[src/rtl/mem_lsu.sv]
// mem_lsu: load/store unit between the memory-access stage and a 32-bit block RAM.
// Define LSU_ERR_EN to enable misaligned/reserved-size error responses and the WAIT timeout.
module mem_lsu #(
    parameter int AW      = 13,
    parameter int TIMEOUT = 15
) (
    input  logic          clk,
    input  logic          rst_n,
    input  logic          req_valid,
    output logic          req_ready,
    input  logic          req_we,
    input  logic [1:0]    req_size,
    input  logic          req_unsigned,
    input  logic [AW-1:0] req_addr,
    input  logic [31:0]   req_wdata,
    output logic          resp_valid,
    output logic [31:0]   resp_rdata,
    output logic          resp_err,
    output logic          mem_rd_en,
    output logic [AW-1:0] mem_addr,
    input  logic [31:0]   mem_rd_data,
    input  logic          mem_rd_valid,
    output logic          mem_wr_en,
    output logic [31:0]   mem_wr_data,
    output logic [3:0]    mem_wr_mask
);
    localparam logic [1:0] SZ_BYTE = 2'd0;
    localparam logic [1:0] SZ_HALF = 2'd1;
    localparam logic [1:0] SZ_WORD = 2'd2;

    // Store and error responses are registered straight out of IDLE, so only loads
    // occupy extra states and only loads drop req_ready.
    typedef enum logic [1:0] {S_IDLE, S_LOAD, S_WAIT} state_t;

    state_t        state_reg, state_next;
    logic [1:0]    size_reg, size_next;
    logic          uns_reg, uns_next;
    logic [1:0]    lane_reg, lane_next;
    logic          resp_valid_reg, resp_valid_next;
    logic          resp_err_reg, resp_err_next;
    logic [31:0]   resp_rdata_reg, resp_rdata_next;
    logic          mem_rd_en_reg, mem_rd_en_next;
    logic          mem_wr_en_reg, mem_wr_en_next;
    logic [AW-1:0] mem_addr_reg, mem_addr_next;
    logic [31:0]   mem_wr_data_reg, mem_wr_data_next;
    logic [3:0]    mem_wr_mask_reg, mem_wr_mask_next;
`ifdef LSU_ERR_EN
    logic [7:0]    cnt_reg, cnt_next;
`endif

    logic [1:0]    lane;
    logic          req_err;
    logic [31:0]   st_data;
    logic [3:0]    st_mask;
    logic [7:0]    rd_byte [4];
    logic [7:0]    ld_b;
    logic [15:0]   ld_h;
    logic [31:0]   ld_data;

    assign lane      = req_addr[1:0];
    assign req_ready = rst_n && (state_reg == S_IDLE);

`ifdef LSU_ERR_EN
    assign req_err = (req_size == 2'd3) ||
                     (req_size == SZ_HALF && lane[0]) ||
                     (req_size == SZ_WORD && lane != 2'b00);
`else
    assign req_err = 1'b0;
`endif

    // Mask bit (3-k) enables byte lane k; misaligned low bits simply fall away.
    always_comb begin
        st_data = req_wdata;
        st_mask = 4'b1111;
        case (req_size)
            SZ_BYTE: begin
                st_data = {4{req_wdata[7:0]}};
                st_mask = 4'b1000 >> lane;
            end
            SZ_HALF: begin
                st_data = {2{req_wdata[15:0]}};
                st_mask = lane[1] ? 4'b0011 : 4'b1100;
            end
            default: ;
        endcase
    end

    for (genvar gi = 0; gi < 4; gi++) begin : g_lane
        assign rd_byte[gi] = mem_rd_data[8*gi +: 8];
    end

    always_comb begin
        ld_b = rd_byte[lane_reg];
        ld_h = {rd_byte[{lane_reg[1], 1'b1}], rd_byte[{lane_reg[1], 1'b0}]};
        case (size_reg)
            SZ_BYTE: ld_data = {{24{ld_b[7] & ~uns_reg}}, ld_b};
            SZ_HALF: ld_data = {{16{ld_h[15] & ~uns_reg}}, ld_h};
            default: ld_data = mem_rd_data;
        endcase
    end

    always_comb begin
        state_next       = state_reg;
        size_next        = size_reg;
        uns_next         = uns_reg;
        lane_next        = lane_reg;
        resp_valid_next  = 1'b0;
        resp_err_next    = 1'b0;
        resp_rdata_next  = resp_rdata_reg;
        mem_rd_en_next   = 1'b0;
        mem_wr_en_next   = 1'b0;
        mem_addr_next    = mem_addr_reg;
        mem_wr_data_next = mem_wr_data_reg;
        mem_wr_mask_next = mem_wr_mask_reg;
`ifdef LSU_ERR_EN
        cnt_next         = cnt_reg;
`endif
        case (state_reg)
            S_IDLE: begin
                if (req_valid && req_ready) begin
                    size_next = req_size;
                    uns_next  = req_unsigned;
                    lane_next = lane;
                    if (req_err) begin
                        resp_valid_next = 1'b1;
                        resp_err_next   = 1'b1;
                        resp_rdata_next = 32'd0;
                    end else if (req_we) begin
                        mem_wr_en_next   = 1'b1;
                        mem_addr_next    = {req_addr[AW-1:2], 2'b00};
                        mem_wr_data_next = st_data;
                        mem_wr_mask_next = st_mask;
                        resp_valid_next  = 1'b1;
                        resp_rdata_next  = 32'd0;
                    end else begin
                        mem_rd_en_next = 1'b1;
                        mem_addr_next  = {req_addr[AW-1:2], 2'b00};
                        state_next     = S_LOAD;
                    end
                end
            end
            S_LOAD: begin
                state_next = S_WAIT;
`ifdef LSU_ERR_EN
                cnt_next   = 8'd0;
`endif
            end
            S_WAIT: begin
                if (mem_rd_valid) begin
                    resp_valid_next = 1'b1;
                    resp_rdata_next = ld_data;
                    state_next      = S_IDLE;
                end
`ifdef LSU_ERR_EN
                // cnt_reg holds the WAIT cycles already spent before this one.
                else if (TIMEOUT != 0 && cnt_reg == 8'(TIMEOUT - 1)) begin
                    resp_valid_next = 1'b1;
                    resp_err_next   = 1'b1;
                    resp_rdata_next = 32'd0;
                    state_next      = S_IDLE;
                end else begin
                    cnt_next = cnt_reg + 8'd1;
                end
`endif
            end
            default: state_next = S_IDLE;
        endcase
    end

    always_ff @(posedge clk) begin
        if (!rst_n) begin
            state_reg       <= S_IDLE;
            size_reg        <= 2'd0;
            uns_reg         <= 1'b0;
            lane_reg        <= 2'd0;
            resp_valid_reg  <= 1'b0;
            resp_err_reg    <= 1'b0;
            resp_rdata_reg  <= 32'd0;
            mem_rd_en_reg   <= 1'b0;
            mem_wr_en_reg   <= 1'b0;
            mem_addr_reg    <= '0;
            mem_wr_data_reg <= 32'd0;
            mem_wr_mask_reg <= 4'd0;
`ifdef LSU_ERR_EN
            cnt_reg         <= 8'd0;
`endif
        end else begin
            state_reg       <= state_next;
            size_reg        <= size_next;
            uns_reg         <= uns_next;
            lane_reg        <= lane_next;
            resp_valid_reg  <= resp_valid_next;
            resp_err_reg    <= resp_err_next;
            resp_rdata_reg  <= resp_rdata_next;
            mem_rd_en_reg   <= mem_rd_en_next;
            mem_wr_en_reg   <= mem_wr_en_next;
            mem_addr_reg    <= mem_addr_next;
            mem_wr_data_reg <= mem_wr_data_next;
            mem_wr_mask_reg <= mem_wr_mask_next;
`ifdef LSU_ERR_EN
            cnt_reg         <= cnt_next;
`endif
        end
    end

    assign resp_valid  = resp_valid_reg;
    assign resp_err    = resp_err_reg;
    assign resp_rdata  = resp_rdata_reg;
    assign mem_rd_en   = mem_rd_en_reg;
    assign mem_wr_en   = mem_wr_en_reg;
    assign mem_addr    = mem_addr_reg;
    assign mem_wr_data = mem_wr_data_reg;
    assign mem_wr_mask = mem_wr_mask_reg;

endmodule

[config.mk]
export PLATFORM = sky130hd
export DESIGN_NAME = mem_lsu
export DESIGN_NICKNAME = d
export VERILOG_FILES = /design/src/rtl/mem_lsu.sv
export SDC_FILE = /design/constraint.sdc
export NUM_CORES = 1
export LEC_CHECK = 0
export CORE_MARGIN = 4
export CORE_UTILIZATION = 30
export CTS_CLUSTER_DIAMETER = 150
export DETAILED_ROUTE_END_ITERATION = 6
export GPL_TIMING_DRIVEN = 1
export REMOVE_ABC_BUFFERS = 1
export SYNTH_ARGS = -nofsm -noshare
export SYNTH_HDL_FRONTEND = slang
export SYNTH_SLANG_ARGS = --single-unit
export TNS_END_PERCENT = 1
[constraint.sdc]
create_clock -name clk -period 1.8 [get_ports clk]
set_input_delay 0.45 -clock clk [delete_from_list [all_inputs] [get_ports clk]]
set_output_delay 0.45 -clock clk [all_outputs]
set_load 0.005 [all_outputs]
==> reports/results.tsv, run 1 <==
stage	metric	value	unit
power	switchingPower	1.16	mW
sta	period_share	99.2	%
detailed_routing	drc	0	
sta	slew_headroom	53.8	%
sta	maxSlewViolCount	0	
detailed_routing	wl_per_cell	16.3	um
synth	async_flop_share	0	%
synth	synthFlopType	dfxtp_1	
place	io_buffers	167	
sta	fmax	0.560	GHz
sta	tns	0	ns
synth	post_synth_main_area_contributors	dfxtp_1, nand2_1, a21oi_1, o2bb2ai_1, mux2i_1	
synth	synth_edf_count	0	
flow_run	drv_cap	0	
detailed_routing	drtIter0Drc	242	
place	placedCellCount	808	
synth	synth_top_area_share	44.5	%
synth	synth_cell_types	37	
sta	tightest_slew	0.692	ns
cells_and_area	drive_gt1_share	12.0	%
synth	synth_cells	469	
synth	yosysWarnings	0	
detailed_routing	viasPerCell	5.01	
hold_path	hold_class	reg -> reg	
die	die_w	124	um
power	powerDensity	738	nW/um^2
sta	rsz0062_at_grt	true	
run_status	status	finished, final reports clean	
power	pwr-share-clk	38.7	%
clock_tree	cts_sinks	89	
sta	setup_viol	0	
detailed_routing	via_count	4125	
detailed_routing	ant_nets	0	
power	power_leakage	2.36	nW
detailed_routing	dr.pass1.iters	4	
clock_tree	path_clk_slew	0.06	ns
grt	grt_overflow	0	
place	dpl.hpwl	9820	um
die	start_util	31.2	%
cells_and_area	fin_util	50.3	%
grt	grt_usage	17.8	%
clock_tree	holdBufCountCts	0	
clock_tree	cts_tree	built	
power	switching_share	24.4	%
synth	netlist_area	4000	sq um
sta	fin_crit	1.79	ns
die	core	12800	sq um
cells_and_area	fin_cells	823	
die	io_pins	171	
clock_tree	cts-root-buf	clkbuf_16	
cells_and_area	area_growth	61.1	%
power	ir_drop	0.000321	V
cells_and_area	nets	733	
grt	first_global_vias	4106	
worst_setup_path	cp-start-kind	input pin	
sta	hold_viol	0	
sta	finClkSkew	0.00631	ns
power	p_int	3.60	mW
place	place.gp.congestion	0.838	
cells_and_area	nFillCells	1194	
worst_setup_path	endpoint_kind	flop	
die	num_rows	41	
clock_tree	worstSkewPairLatency	0.34	ns
synth	synth-seq-cells	89	
die	die-area	15300	sq um
synth	synth.avg_cell_area	8.54	sq um
clock_tree	cts.path.max_buffers	2	
cells_and_area	regArea	1780	sq um
detailed_routing	wirelength	13400	um
die	die_h	124	um
worst_setup_path	crit_type	in -> reg	
sta	hold_ws	0.451	ns
worst_setup_path	worstPathMaxFanout	7	
clock_tree	cts-buffers-inserted	9	
cells_and_area	antennaDiodeCount	0	
worst_setup_path	required	2.03	ns
power	power	4.76	mW
power	combPwrFrac	17.6	%
grt	grt_pass1_wl	21200	um
cells_and_area	multi_input_area	2050	sq um
power	seqPwrFrac	43.7	%
synth	ys_seq_area_share	44.5	%
grt	grt_max_degree	54	
worst_setup_path	cp_data_arrival_time	2.01	ns
grt	antenna_found_initial	0	
clock_tree	cts_max_level	3	
synth	yosysTopAreaCell	dfxtp_1	
-- path summary, 6_finish.rpt --
check                       start         endpoint  slack (ns)  cells past startpoint
setup / recovery   mem_rd_data[7]   resp_rdata[10]        0.01                      5
hold / removal    mem_wr_data[25]  mem_wr_data[25]        0.45                      2
setup reg to reg      lane_reg[1]   resp_rdata[10]        0.07                      4
hold reg to reg   mem_wr_data[25]  mem_wr_data[25]        0.45                      2
-- placed cells by master, fill, tap and decap left out, types with 2 or more instances in the layout --
cell type | netlist | layout
o2bb2ai_1 | 29 | 29
buf_12 | 0 | 10
nor3_1 | 8 | 8
buf_4 | 6 | 29
mux2i_1 | 16 | 16
conb_1 | 1 | 3
a211oi_1 | 18 | 13
and3b_1 | 7 | 7
mux2_2 | 8 | 8
o21a_1 | 3 | 3
nand2_1 | 84 | 83
mux2_4 | 2 | 2
a311oi_1 | 8 | 8
clkinv_2 | 0 | 3
or3_1 | 6 | 6
inv_1 | 5 | 5
nor2_2 | 1 | 2
a211o_1 | 6 | 6
nor3b_4 | 0 | 2
nand2b_1 | 5 | 5
clkdlybuf4s50_1 | 0 | 165
clkbuf_16 | 0 | 9
nor2_1 | 30 | 29
a22o_1 | 2 | 2
dfxtp_1 | 89 | 89
a211oi_2 | 0 | 5
o21ai_0 | 32 | 32
a21oi_1 | 58 | 58
-- area by class of cell --
class / count / area share [%]
clock buffer: 10 / 3.71
clock inverter: 4 / 0.698
inverter: 7 / 0.446
multi-input combinational: 335 / 31.8
sequential: 89 / 27.6
tap: 172 / 3.34
timing repair buffer: 206 / 32.4
-- cell usage after synthesis, types with 3 or more instances --
master     number
or3_1           6
o2bb2ai_1      29
dfxtp_1        89
buf_4           6
o21a_1          3
a211o_1         6
a21oi_1        58
nor3_1          8
o21ai_0        32
nand2_1        84
inv_1           5
a311oi_1        8
a211oi_1       18
buf_2           7
clkbuf_1       21
and3b_1         7
buf_1           3
nand2b_1        5
nor2_1         30
mux2_2          8
mux2i_1        16
-- kinds of logic (layout without fill, tap and decap cells) --
kind of cell	Yosys count	in the layout	synth area share (%)
mux	27	27	7.66
buf+inv	47	227	5.59
simple gates	145	145	16.1
flops	89	89	44.5
other cells	1	3	0.0937
compound gates	160	160	26.1
-- worst max-delay path, stage by stage --
cell             delay [ns]
clkdlybuf4s50_1        0.46
mux4_1                 0.53
nor3b_4                0.21
a211oi_1               0.27
o2bb2ai_1              0.08
-- per-stage QoR --
stage | area [sq um] | setup slack [ns]
after detailed placement | 6110 | -0.430
after CTS | 6400 | 0.0214
final | 6450 | 0.0138
after global routing | 6450 | -0.0206
after global placement | 6110 | -0.372
after floorplan | 3810 | -0.443
-- per-layer routing --
| metal | vias to the layer above | track usage, % | routed length, um |
|---|---|---|---|
| met5 | - | 0 | 0 |
| met4 | 0 | 7.34 | 284 |
| met3 | 19 | 7.37 | 1430 |
| met2 | 157 | 27.9 | 6040 |
| met1 | 1918 | 21.6 | 5700 |
| li1 | 2031 | - | - |
-- what timing repair did --
action                                  in CTS  in global routing
buffers inserted                             0                  1
resized for setup                            6                 10
pin swaps                                    0                  6
hold endpoints to repair                     0                  0
endpoints found under the setup margin       1                 26
-- power groups by stage --
| stage | registers (mW) | logic [mW] | clock network [mW] |
|---|---|---|---|
| 2_1_floorplan | 2.14 | 0.278 | 0 |
| 3_3_place_gp | 2.12 | 0.814 | 0 |
| 3_5_place_dp | 2.12 | 0.823 | 0 |
| 4_1_cts | 2.08 | 0.828 | 1.91 |
| 5_1_grt | 2.09 | 0.915 | 2.00 |
| 6_report | 2.08 | 0.837 | 1.84 |
Power figures use the tool's default switching activity.
==> run 2: changes to the inputs <==
- CTS_CLUSTER_DIAMETER: 150 -> not set
- MAX_ROUTING_LAYER: not set -> met4
==> run 2 against run 1 <==
- utilization about the same
- global-route usage rose by 0.51 points
- flip-flop and latch count stayed put
- critical path type unchanged
- largest power group unchanged
==> reports/results.tsv, run 2 (same netlist as run 1, synthesis figures left out) <==
stage	metric	value	unit	change
sta	setup_viol	0		unchanged
detailed_routing	ant_nets	0		unchanged
die	io_pins	171		unchanged
grt	grt_usage	18.3	%	was 17.8%
sta	slew_headroom	53.0	%	was 53.8%
detailed_routing	dr.pass1.iters	4		unchanged
die	start_util	31.2	%	unchanged
place	io_buffers	167		unchanged
cells_and_area	drive_gt1_share	12.1	%	was 12.0%
place	placedCellCount	808		unchanged
detailed_routing	wirelength	13500	um	was 13400 um
grt	gr-usage-met3	6.31	%	was 7.37%
sta	hold_viol	0		unchanged
sta	fin_crit	1.79	ns	about the same
clock_tree	cts-root-buf	clkbuf_16		unchanged
grt	use_met1	22.2	%	was 21.6%
clock_tree	cts_max_level	3		unchanged
grt	grt_max_degree	54		unchanged
die	num_rows	41		unchanged
clock_tree	worstSkewPairLatency	0.34	ns	about the same
flow_run	drv_cap	0		unchanged
cells_and_area	nets	733		unchanged
detailed_routing	via_count	4142		was 4125
worst_setup_path	worstPathMaxFanout	7		unchanged
cells_and_area	final_area	6450	sq um	about the same
sta	period_share	99.4	%	was 99.2%
sta	tightest_slew	0.704	ns	was 0.692 ns
cells_and_area	area_growth	61.2	%	was 61.1%
die	die_w	124	um	unchanged
cells_and_area	fin_util	50.3	%	about the same
power	pwr-share-clk	38.7	%	about the same
worst_setup_path	required	2.02	ns	was 2.03 ns
worst_setup_path	crit_type	in -> reg		unchanged
worst_setup_path	reg2reg_to	resp_rdata[10]		unchanged
power	switchingPower	1.16	mW	about the same
sta	fmax	0.559	GHz	was 0.560 GHz
hold_path	hold_path_end	mem_wr_data[25]		unchanged
worst_setup_path	r2r_cells	4		unchanged
power	ir_drop	0.000320	V	was 0.000321 V
grt	first_global_vias	4109		was 4106
grt	grt_overflow	0		unchanged
detailed_routing	wl_per_cell	16.4	um	was 16.3 um
grt	use_met2	27.9	%	about the same
hold_path	min-delay-start	mem_wr_data[25]		unchanged
sta	finClkSkew	0.00621	ns	was 0.00631 ns
worst_setup_path	rr_startpoint	lane_reg[1]		unchanged
detailed_routing	viasPerCell	5.03		was 5.01
grt	antenna_found_initial	0		unchanged
place	dpl.hpwl	9820	um	unchanged
cells_and_area	fin_cells	823		unchanged
place	place.gp.congestion	0.851		was 0.838
worst_setup_path	cp-start-kind	input pin		unchanged
worst_setup_path	r2r_slack	0.07	ns	about the same
place	placed_area	6110	sq um	unchanged
sta	maxSlewViolCount	0		unchanged
die	core	12800	sq um	unchanged
sta	tns	0	ns	unchanged
power	power_leakage	2.36	nW	about the same
hold_path	hold_depth	2		unchanged
power	power	4.76	mW	about the same
cells_and_area	layout_common_cells	clkdlybuf4s50_1, dfxtp_1, nand2_1, a21oi_1, o21ai_0		unchanged
run_status	status	finished, final reports clean		unchanged
clock_tree	cts_sinks	89		unchanged
cells_and_area	antennaDiodeCount	0		unchanged
clock_tree	holdBufCountCts	0		unchanged
power	combPwrFrac	17.6	%	about the same
cells_and_area	final_common_cell	clkdlybuf4s50_1		unchanged
power	powerDensity	738	nW/um^2	about the same
clock_tree	path_clk_slew	0.06	ns	about the same
hold_path	hold_class	reg -> reg		unchanged
worst_setup_path	cp_data_arrival_time	2.01	ns	about the same
detailed_routing	drtIter0Drc	226		was 242
grt	grt_pass1_wl	21100	um	was 21200 um
clock_tree	cts.path.max_buffers	2		unchanged
die	die_h	124	um	unchanged
power	p_int	3.60	mW	about the same
die	die-area	15300	sq um	unchanged
grt	grt_busiest_layer	met2		unchanged
clock_tree	cts_tree	built		unchanged
cells_and_area	nFillCells	1194		unchanged
clock_tree	cts-buffers-inserted	9		unchanged
detailed_routing	drc	0		unchanged
power	switching_share	24.4	%	about the same
worst_setup_path	endpoint_kind	flop		unchanged
power	seqPwrFrac	43.7	%	about the same
==> run 2: per-stage QoR <==
step	hold WS, ns	setup slack [ns]
floorplan	0.453	-0.443
global placement	0.443	-0.372
detailed placement	0.445	-0.430
CTS	0.454	0.0214
global route	0.476	-0.0235
finish	0.451	0.0108
==> run 2: worst max path at each step <==
stage / cells after the start / start / slack [ns] / to
2_1_floorplan: 5 / req_valid / -0.44 / mem_wr_data[10]
3_3_place_gp: 3 / rst_n / -0.37 / req_ready
3_5_place_dp: 3 / rst_n / -0.43 / req_ready
4_1_cts: 5 / mem_rd_data[23] / 0.02 / resp_rdata[8]
5_1_grt: 5 / mem_rd_data[23] / -0.02 / resp_rdata[10]
6_report: 5 / mem_rd_data[7] / 0.01 / resp_rdata[10]
==> run 2: routing by layer <==
layer  share of wire, %  vias to the layer above
met3                9.6                       20
li1                   -                     2029
met1                 43                     1928
met5                  0                        -
met4                2.1                        0
met2                 45                      165
==> run 2: worst max-delay path, cell delays in order <==
cell and delay (ns):
clkdlybuf4s50_1 0.46, mux4_1 0.53, nor3b_4 0.21, a211oi_1 0.27
o2bb2ai_1 0.08
==> run 2: final cells by class <==
| type | count | area (sq um) | share of cell area (%) |
|---|---|---|---|
| well taps | 172 | 215 | 3.33 |
| clock buffers | 10 | 239 | 3.70 |
| repair buffers | 206 | 2090 | 32.3 |
| multi-input cells | 335 | 2060 | 31.9 |
| clock inverters | 4 | 45.0 | 0.698 |
| inverters | 7 | 28.8 | 0.446 |
| flip-flops and latches | 89 | 1780 | 27.6 |
==> run 2: power groups by stage <==
| stage | Sequential [mW] | Clock (mW) | Combinational, mW |
|---|---|---|---|
| final | 2.08 | 1.84 | 0.840 |
| after global routing | 2.09 | 1.99 | 0.917 |
| after CTS | 2.08 | 1.91 | 0.828 |
| after detailed placement | 2.12 | 0 | 0.823 |
| after global placement | 2.12 | 0 | 0.814 |
| after floorplan | 2.14 | 0 | 0.278 |
==> run 2: what timing repair did <==
item | in CTS | in global routing
gates resized for setup | 6 | 11
hold endpoints to repair | 0 | 0
buffers inserted | 0 | 1
pin swaps | 0 | 6
setup endpoints to repair | 1 | 26
gates cloned | 0 | 0
